**config.mk**
```make
export PLATFORM = sky130hd
export DESIGN_NAME = peripheral_msi_slave_port_tl
export DESIGN_NICKNAME = d
export VERILOG_FILES = /design/src/rtl/peripheral_biu_pkg.sv /design/src/rtl/peripheral_msi_arbiter_tl.sv /design/src/rtl/peripheral_msi_slave_port_tl.sv
export SDC_FILE = /design/constraint.sdc
export NUM_CORES = 1
export LEC_CHECK = 0
export CORE_AREA = 2 2 399 401
export CTS_BUF_LIST = sky130_fd_sc_hd__clkbuf_8
export CTS_CLUSTER_DIAMETER = 150
export DETAILED_ROUTE_END_ITERATION = 8
export DIE_AREA = 0 0 401 403
export SYNTH_ARGS = -nofsm -noshare
export SYNTH_HDL_FRONTEND = slang
export SYNTH_SLANG_ARGS = --single-unit
```
**constraint.sdc**
```tcl
create_clock -name HCLK -period 7.53 [get_ports HCLK]
set_input_delay 1.1295 -clock HCLK [delete_from_list [all_inputs] [get_ports HCLK]]
set_output_delay 1.1295 -clock HCLK [all_outputs]
set_load 0.01 [all_outputs]
```
**src/rtl/peripheral_biu_pkg.sv**
```systemverilog
// Shared AHB encodings for the bus-interface blocks.
// Arbitration-related slices import these instead of keeping their own copies.
package peripheral_biu_pkg;

  localparam logic [1:0] HTRANS_IDLE   = 2'b00;
  localparam logic [1:0] HTRANS_BUSY   = 2'b01;
  localparam logic [1:0] HTRANS_NONSEQ = 2'b10;
  localparam logic [1:0] HTRANS_SEQ    = 2'b11;

  localparam logic [2:0] HBURST_SINGLE = 3'b000;
  localparam logic [2:0] HBURST_INCR   = 3'b001;
  localparam logic [2:0] HBURST_WRAP4  = 3'b010;
  localparam logic [2:0] HBURST_INCR4  = 3'b011;
  localparam logic [2:0] HBURST_WRAP8  = 3'b100;
  localparam logic [2:0] HBURST_INCR8  = 3'b101;
  localparam logic [2:0] HBURST_WRAP16 = 3'b110;
  localparam logic [2:0] HBURST_INCR16 = 3'b111;

  localparam logic HRESP_OKAY  = 1'b0;
  localparam logic HRESP_ERROR = 1'b1;

  typedef logic [2:0] prio_t;

endpackage

```
**src/rtl/peripheral_msi_arbiter_tl.sv**
```systemverilog
// Priority arbiter with round-robin tie-break among equal-priority requesters.
// Search starts one past the last granted index; output is one-hot or zero.
module peripheral_msi_arbiter_tl
  import peripheral_biu_pkg::*;
#(
  parameter int MASTERS = 5,
  parameter int IDX_W   = (MASTERS > 1) ? $clog2(MASTERS) : 1
) (
  input  logic [MASTERS-1:0]        req,
  input  prio_t [MASTERS-1:0]       pri,
  input  logic [IDX_W-1:0]          last,
  output logic [MASTERS-1:0]        grant
);

  prio_t            top_pri;
  logic             found;
  int               pos;
  logic [IDX_W-1:0] idx;

  always_comb begin
    top_pri = '0;
    found   = 1'b0;
    pos     = 0;
    idx     = '0;
    grant   = '0;
    for (int i = 0; i < MASTERS; i++) begin
      if (req[i] && (pri[i] > top_pri)) top_pri = pri[i];
    end
    // First requester at the winning priority, walking from last+1 with wrap.
    for (int k = 1; k <= MASTERS; k++) begin
      pos = int'(last) + k;
      if (pos >= MASTERS) pos = pos - MASTERS;
      idx = IDX_W'(pos);
      if (!found && req[idx] && (pri[idx] == top_pri)) begin
        grant[idx] = 1'b1;
        found      = 1'b1;
      end
    end
  end

endmodule

```
**src/rtl/peripheral_msi_slave_port_tl.sv**
```systemverilog
// Slave-side port of the multi-layer interconnect: arbitrates the competing
// masters, muxes the address phase from the grant and the data phase from the owner.
module peripheral_msi_slave_port_tl
  import peripheral_biu_pkg::*;
#(
  parameter int PLEN    = 64,
  parameter int XLEN    = 64,
  parameter int MASTERS = 5
) (
  input  logic                          HCLK,
  input  logic                          HRESET,
  input  prio_t [MASTERS-1:0]           mst_priority,
  input  logic [MASTERS-1:0]            mst_HSEL,
  input  logic [MASTERS-1:0][PLEN-1:0]  mst_HADDR,
  input  logic [MASTERS-1:0][XLEN-1:0]  mst_HWDATA,
  input  logic [MASTERS-1:0]            mst_HWRITE,
  input  logic [MASTERS-1:0][2:0]       mst_HSIZE,
  input  logic [MASTERS-1:0][2:0]       mst_HBURST,
  input  logic [MASTERS-1:0][3:0]       mst_HPROT,
  input  logic [MASTERS-1:0][1:0]       mst_HTRANS,
  input  logic [MASTERS-1:0]            mst_HMASTLOCK,
  input  logic [MASTERS-1:0]            mst_HREADY,
  input  logic [MASTERS-1:0]            can_switch,
  output logic [MASTERS-1:0]            master_granted,
  output logic [XLEN-1:0]               mst_HRDATA,
  output logic                          mst_HREADYOUT,
  output logic                          mst_HRESP,
  output logic                          slv_HSEL,
  output logic [PLEN-1:0]               slv_HADDR,
  output logic [XLEN-1:0]               slv_HWDATA,
  output logic                          slv_HWRITE,
  output logic [2:0]                    slv_HSIZE,
  output logic [2:0]                    slv_HBURST,
  output logic [3:0]                    slv_HPROT,
  output logic [1:0]                    slv_HTRANS,
  output logic                          slv_HMASTLOCK,
  output logic                          slv_HREADYOUT,
  input  logic                          slv_HREADY,
  input  logic                          slv_HRESP,
  input  logic [XLEN-1:0]               slv_HRDATA
);

  localparam int IDX_W = (MASTERS > 1) ? $clog2(MASTERS) : 1;

  function automatic logic [IDX_W-1:0] onehot_idx(input logic [MASTERS-1:0] oh);
    logic [IDX_W-1:0] r;
    r = '0;
    for (int i = 0; i < MASTERS; i++) begin
      if (oh[i]) r = IDX_W'(i);
    end
    return r;
  endfunction

  logic [MASTERS-1:0] arb_grant;
  logic [IDX_W-1:0]   last_idx;
  logic [IDX_W-1:0]   gnt_idx;
  logic [IDX_W-1:0]   dph_idx_p1;
  logic               vld_p1;
  logic               upd;

  peripheral_msi_arbiter_tl #(
    .MASTERS (MASTERS),
    .IDX_W   (IDX_W)
  ) u_arb (
    .req   (mst_HSEL),
    .pri   (mst_priority),
    .last  (last_idx),
    .grant (arb_grant)
  );

  assign gnt_idx = onehot_idx(master_granted);
  // A held grant only moves when the slave is ready and the owner allows release.
  assign upd     = slv_HREADY && ((master_granted == '0) || can_switch[gnt_idx]);

  always_ff @(posedge HCLK) begin
    if (HRESET) begin
      master_granted <= '0;
      last_idx       <= IDX_W'(MASTERS - 1);
      vld_p1         <= 1'b0;
      dph_idx_p1     <= '0;
    end else begin
      if (upd) begin
        master_granted <= arb_grant;
        if (|arb_grant) last_idx <= onehot_idx(arb_grant);
      end
      if (slv_HREADY) begin
        dph_idx_p1 <= gnt_idx;
        vld_p1     <= slv_HSEL && (slv_HTRANS != HTRANS_IDLE);
      end
    end
  end

  // Address phase: combinational mux from the current grant.
  always_comb begin
    slv_HSEL      = 1'b0;
    slv_HADDR     = '0;
    slv_HWRITE    = 1'b0;
    slv_HSIZE     = '0;
    slv_HBURST    = HBURST_SINGLE;
    slv_HPROT     = '0;
    slv_HTRANS    = HTRANS_IDLE;
    slv_HMASTLOCK = 1'b0;
    if (|master_granted) begin
      slv_HSEL      = mst_HSEL[gnt_idx];
      slv_HADDR     = mst_HADDR[gnt_idx];
      slv_HWRITE    = mst_HWRITE[gnt_idx];
      slv_HSIZE     = mst_HSIZE[gnt_idx];
      slv_HBURST    = mst_HBURST[gnt_idx];
      slv_HPROT     = mst_HPROT[gnt_idx];
      slv_HTRANS    = mst_HTRANS[gnt_idx];
      slv_HMASTLOCK = mst_HMASTLOCK[gnt_idx];
    end
  end

  // Data phase: follows the registered owner, which may differ from the grant.
  assign slv_HWDATA    = mst_HWDATA[dph_idx_p1];
  assign slv_HREADYOUT = vld_p1 ? mst_HREADY[dph_idx_p1] : 1'b1;
  assign mst_HREADYOUT = vld_p1 ? slv_HREADY : 1'b1;
  assign mst_HRESP     = vld_p1 ? slv_HRESP : HRESP_OKAY;
  assign mst_HRDATA    = slv_HRDATA;

endmodule

```
Word level (Yosys, flattened, before mapping)
Cells that the tools add are included.
- output and inout port bits: 215
- register bits: 12
- logic and storage cells: 166
- $add $sub $neg: 10
- order comparisons: 22
- reductions and logical operators: 31
- mux-type cells: 90
- equal/unequal tests: 5
- bitwise logic cells: 4
- operators with widths (cell ; number):
    64-bit binary-select mux with 3-bit select ; 2
    64-bit two-way mux ; 3
    3-bit two-way mux ; 25
    3-bit binary-select mux with 3-bit select ; 7
    1-bit binary-select mux with 3-bit select ; 10
    3-bit by 4-bit < comparator with 1-bit output, second input constant ; 7
    1-bit two-way mux ; 27
    5-bit two-way mux ; 5
    1-bit logical AND ; 21
    4-bit by 3-bit >= comparator with 1-bit output, second input constant ; 5
    5-bit bitwise OR ; 4
    1-bit demux with 3-bit select ; 5
    3-bit equality test ; 5
    3-bit by 1-bit >= comparator with 1-bit output, second input constant ; 5
    3-bit subtractor, second input constant ; 5
    4-bit binary-select mux with 3-bit select ; 1
    3-bit > comparator ; 4
    5-bit OR reduction ; 2
    3-bit by 2-bit adder with 4-bit output, second input constant ; 2
    3-bit by 3-bit adder with 4-bit output, second input constant ; 2
    4-bit two-way mux ; 2
    2-bit binary-select mux with 3-bit select ; 1
    5-bit zero test ; 1
    3-bit by 1-bit adder with 4-bit output, second input constant ; 1
    other kinds (6) ; 10

Depth between registers and ports, before layout
- depth in word-level cells: 38
- mapped depth: 37

Hierarchy
A second synthesis with hierarchy kept.
- cell total of the unflattened synthesis: 1388
- area total of the unflattened synthesis: 9482.8 sq um
- by module, submodules not included (module ; seq. area each (sq um) ; times used ; area an instance (sq um) ; cells each):
    peripheral_msi_slave_port_tl ; 240.2 ; 1 ; 6550.0 ; 974
    peripheral_msi_arbiter_tl ; 0.0 ; 1 ; 2932.8 ; 414

Worst setup path after synthesis
No wires, ideal clock.
- path kind: input to register
- from: in mst_HSEL[0]
- to: reg last_idx[0]
- cell stages on the path: 35
- arrival time: 7.612 ns
- slack: -0.209 ns
- buffers on the path: 2
- cells stage by stage: clkbuf_1 -> nand2_1 -> ha_1 -> nor2_1 -> a31o_2 -> nor2_1 -> mux2i_1 -> inv_1 -> ha_1 -> nor2_1 -> nor2_1 -> a31oi_4 -> a21oi_2 -> maj3_2 -> o22ai_1 -> ha_1 -> and3b_1 -> o211ai_2 -> nor2_1 -> a41oi_1 -> inv_1 -> ha_1 -> or2_2 -> o2111ai_1 -> nand2_1 -> a311oi_2 -> or2_1 -> buf_2 -> xnor2_1 -> a2111o_1 -> o311a_1 -> o22a_1 -> nor4b_2 -> o21ai_1 -> o31ai_1
- word-level cells in the longest chain between the ends: 37
- elaborated cells on any way between the ends: 61
- those cells by class: order compare: 4; eq/ne: 5; mux: 28; bitwise: 4; reduce/logical: 20
- RTL lines (element ; line ; RTL):
    from (decl) ; peripheral_msi_slave_port_tl.sv:13 ; input logic [MASTERS-1:0] mst_HSEL,
    1-bit logical AND ; peripheral_msi_arbiter_tl.sv:27 ; if (req[i] && (pri[i] > top_pri)) top_pri = pri[i];
    3-bit two-way mux ; peripheral_msi_arbiter_tl.sv:27 ;
    3-bit > comparator ; peripheral_msi_arbiter_tl.sv:27 ;
    1-bit logical AND ; peripheral_msi_arbiter_tl.sv:27 ;
    3-bit two-way mux ; peripheral_msi_arbiter_tl.sv:27 ;
    3-bit > comparator ; peripheral_msi_arbiter_tl.sv:27 ;
    1-bit logical AND ; peripheral_msi_arbiter_tl.sv:27 ;
    3-bit two-way mux ; peripheral_msi_arbiter_tl.sv:27 ;
    [17 not listed] ; -- ;
    1-bit zero test ; peripheral_msi_arbiter_tl.sv:34 ; if (!found && req[idx] && (pri[idx] == top_pri)) begin
    1-bit logical AND (2 in a row) ; peripheral_msi_arbiter_tl.sv:34 ;
    1-bit two-way mux ; peripheral_msi_arbiter_tl.sv:34 ;
    1-bit zero test ; peripheral_msi_arbiter_tl.sv:34 ;
    1-bit logical AND (2 in a row) ; peripheral_msi_arbiter_tl.sv:34 ;
    5-bit two-way mux (*) ; peripheral_msi_arbiter_tl.sv:34 ;
    1-bit two-way mux ; peripheral_msi_slave_port_tl.sv:49 ; if (oh[i]) r = IDX_W'(i);
    3-bit two-way mux (3 in a row) ; peripheral_msi_slave_port_tl.sv:49 ;
    to (signal assigned) ; peripheral_msi_slave_port_tl.sv:78 ; last_idx <= IDX_W'(MASTERS - 1);
    to (signal assigned) ; peripheral_msi_slave_port_tl.sv:84 ; if (|arb_grant) last_idx <= onehot_idx(arb_grant);
    to (decl) ; peripheral_msi_slave_port_tl.sv:55 ; logic [IDX_W-1:0] last_idx;
Every way passes the cells marked *; elsewhere a longest branch is shown, timed or not. The select of a mux whose other input is x is not followed.
A chain may end at the register's enable or synchronous reset.

Worst setup path after layout
- from: in mst_priority[2] (netlist bit)
- to: reg last_idx[0]
- word-level cells in the longest chain between the ends: 38
- elaborated cells on any way between the ends: 62
- those cells by class: order compare: 5; eq/ne: 5; mux: 28; bitwise: 4; reduce/logical: 20
- RTL lines (element ; line ; RTL):
    from (decl) ; peripheral_msi_slave_port_tl.sv:12 ; input prio_t [MASTERS-1:0] mst_priority,
    3-bit by 1-bit > comparator with 1-bit output ; peripheral_msi_arbiter_tl.sv:27 ;
    1-bit logical AND ; peripheral_msi_arbiter_tl.sv:27 ;
    3-bit two-way mux ; peripheral_msi_arbiter_tl.sv:27 ;
    3-bit > comparator ; peripheral_msi_arbiter_tl.sv:27 ;
    1-bit logical AND ; peripheral_msi_arbiter_tl.sv:27 ;
    3-bit two-way mux ; peripheral_msi_arbiter_tl.sv:27 ;
    3-bit > comparator ; peripheral_msi_arbiter_tl.sv:27 ;
    1-bit logical AND ; peripheral_msi_arbiter_tl.sv:27 ;
    [18 not listed] ; -- ;
    1-bit zero test ; peripheral_msi_arbiter_tl.sv:34 ;
    1-bit logical AND (2 in a row) ; peripheral_msi_arbiter_tl.sv:34 ;
    1-bit two-way mux ; peripheral_msi_arbiter_tl.sv:34 ;
    1-bit zero test ; peripheral_msi_arbiter_tl.sv:34 ;
    1-bit logical AND (2 in a row) ; peripheral_msi_arbiter_tl.sv:34 ;
    5-bit two-way mux (*) ; peripheral_msi_arbiter_tl.sv:34 ;
    1-bit two-way mux ; peripheral_msi_slave_port_tl.sv:49 ;
    3-bit two-way mux (3 in a row) ; peripheral_msi_slave_port_tl.sv:49 ;
Marked as above.

==> impl_metrics.tcl <==
set metrics [dict create \
    status "finished, final reports clean" \
    ioPinCount 1023 \
    synth_flop_cell "dfxtp_1" \
    yosys-top-cells-count "a21oi_1 (400), nor2_1 (346), nand2_1 (210)" \
    netlist_top_cells_area "a21oi_1 (20%), mux2i_1 (14%), nor2_1 (13%)" \
    final_core_util 0.1375 \
    yosysSeqAreaShare 0.02406 \
    die-area_sq_um 161600 \
    synth_nets 2569 \
    ys_ff_latch 12 \
    synthDistinctLibCells 95 \
    syn_to_final_growth_pct 116.8 \
    grt_pass1_vias 16027 \
    gp_congestion 0.9085 \
    final_cells 4603 \
    drcViolationCount 0 \
    synth.area.mux_share 0.1560 \
    first_pass_iters 7 \
    cp.required_ns 7.65 \
    wirelength_microns 130400 \
    antenna_found_initial 54 \
    syn-cell-area_sq_um 9985 \
    track_usage 0.1519 \
    hold_violations 0 \
    clockBufferDepth 2 \
    chipWidth_microns 401 \
    ant_nets 0 \
    dr_total_vias 16636 \
    synth_most_common_cell "a21oi_1" \
    yosys.area.top_type_share 0.2005 \
    fin_crit_ns 7.334 \
    whs_ns 0.6183 \
    p_total_mw 8.064 \
    cp.arrival_ns 7.45 \
    fin_ws_ns 0.1957 \
    final_net_count 3353 \
    final_max_slew_viol_count 0 \
    core_area_sq_um 157500 \
    slowest_delay_ns 0.52 \
    crit_path_top_delay_cell "a2111o_1" \
    synth_top_family_by_area "compound AO/OA/AOI/OAI gates" \
    fill_cells 18375 \
    async_flop_share 0 \
    io_buffers 894 \
    critPathKind "input port to register" \
    synth_xor_area_frac 0.01504 \
    clock-sinks 12 \
    synth.avg_cell_area_sq_um 5.738 \
    overflow 0 \
    place_inst 4569 \
    grt_start_max_net_pins 79 \
    clock_latency_ns 0.27 \
    synth_edf_count 0 \
    rrSetupSlack_ns 2.18 \
    leakage_nw 7.394 \
    vdd_drop_max_v 0.0002278 \
    powerDensity_nw_per_um2 372.4 \
    drt_iter0_drc 1403 \
    drt-wirelength-per-cell_microns 28.32 \
    startpoint_type "input port" \
    hold_class "register to register" \
    vias_per_cell 3.614 \
    path_max_fanout 4 \
    max_cap_violations 0 \
    setup-violations-final 0 \
    cts_tree "done" \
    synthAdderAreaFrac 0.02820 \
    relSlewSlack 0.1310 \
    fin_skew_ns 0.01011 \
    root_buffer "clkbuf_8" \
    start_util 0.06341 \
    layout-drive-gt1-share 0.08759 \
    ys.warnings.count 0 \
    syn_inst 1740 \
    core.rowCount 146 \
    synth-compound-area-share 0.3805 \
    dp.final_hpwl_microns 116400 \
    timing.final.crit_share 0.9740 \
    clk_pin_slew_worst_paths_ns 0.07 \
    yosys.area.top_type "a21oi_1" \
    preCtsSetupSlack_ns -0.8461 \
    cp-end-kind "register" \
    worstMarginPinSlew_ns 1.303 \
    synth-simple-area-share 0.2734 \
    die_h_microns 403 \
    htreeDepth 1 \
    cts_buffers 3 \
    timing.fmax_ghz 0.1363 \
    grt_pass1_wl_microns 161100 \
]
## sequential cells by signal (all words and copies together) (netlist names)
name / cells
last_idx: 3
master_granted: 5
dph_idx_p1: 3
vld_p1: 1
## logic make-up (layout without fill, tap and decap cells)
logic type | after synthesis | count (layout)
buf+inv | 246 | 1029
other cells | 0 | 8
flops | 12 | 12
fa+ha+maj | 22 | 22
simple gates | 655 | 655
xor+xnor | 15 | 15
mux | 152 | 152
compound gates | 638 | 638
## cells in the final DEF, fill, tap and decap left out, types with 5 or more instances in the layout
cell type / count
xnor2_1: 8
a311oi_1: 7
dfxtp_4: 6
a21o_1: 7
a21oi_1: 397
o22ai_1: 72
a221oi_1: 9
ha_1: 13
a21oi_2: 5
nand2_2: 5
clkbuf_2: 6
mux2_2: 6
inv_2: 5
a211oi_1: 8
nand2b_1: 10
dfxtp_1: 6
diode_2: 8
ha_4: 6
inv_1: 17
o21a_1: 8
mux2i_1: 142
a31oi_1: 7
xor2_1: 5
nand3_1: 15
o21ai_0: 30
nor2b_1: 6
and2_1: 5
nor2_1: 339
clkdlybuf4s50_1: 887
nor3_1: 18
buf_4: 105
nand2_1: 205
o21ai_1: 7
o211ai_1: 9
## repair_timing
| action | in CTS | in global routing |
|---|---|---|
| pin swaps | 23 | 31 |
| gates resized for setup | 41 | 38 |
| endpoints found under the setup margin | 8 | 8 |
| hold buffers | 0 | 0 |
| endpoints found under the hold margin | 0 | 0 |
| buffers inserted | 13 | 10 |
## layer usage
layer,vias up,GRT usage,part of all wire,routed length [microns]
li1,7715,-,-,-
met1,7883,0.1650,0.37,48230
met2,885,0.2666,0.49,64110
met3,139,0.07102,0.11,14700
met4,14,0.03476,0.025,3219
met5,-,0,0.00072,94
## final cells by class
class,count,area (sq um),share of cell area
Antenna cell,8,20.02,0.0009246
Clock buffer,4,55.05,0.002543
Inverter,22,82.58,0.003814
Multi-Input combinational cell,1482,8867,0.4096
Sequential cell,12,262.8,0.01214
Tap cell,2072,2592,0.1197
Timing Repair Buffer,1003,9771,0.4513
## metrics by stage
| stage | setup TNS [ns] | area, sq um |
|---|---|---|
| 2_1_floorplan | 0 | 10000 |
| 3_3_place_gp | -5.087 | 21150 |
| 3_5_place_dp | -5.860 | 21150 |
| 4_1_cts | 0 | 21450 |
| 5_1_grt | -0.05279 | 21640 |
| 6_report | 0 | 21650 |
## power breakdown
group,total (mW),internal [mW],switching [mW]
Combinational,7.73,2.70,5.02
Clock,0.0808,0.0466,0.0342
Sequential,0.258,0.0872,0.170
## path summary, 6_finish.rpt
check | start | to | cells past startpoint
hold reg to reg | vld_p1$_SDFFE_PP0P_ | vld_p1$_SDFFE_PP0P_ | 2
setup reg to reg | last_idx[0]$_SDFFE_PP0P_ | last_idx[0]$_SDFFE_PP0P_ | 16
hold / removal | vld_p1$_SDFFE_PP0P_ | vld_p1$_SDFFE_PP0P_ | 2
setup / recovery | mst_priority[2] | last_idx[0]$_SDFFE_PP0P_ | 36
## critical path, delay by kind of cell
kind	cells	cell delay [ns]
xor+xnor	1	0.14
buf+inv	4	0.48
simple gates	13	1.53
compound gates	12	2.60
fa+ha+maj	5	1.27
mux	1	0.26
No activity file was read; power rests on OpenSTA's default activity.
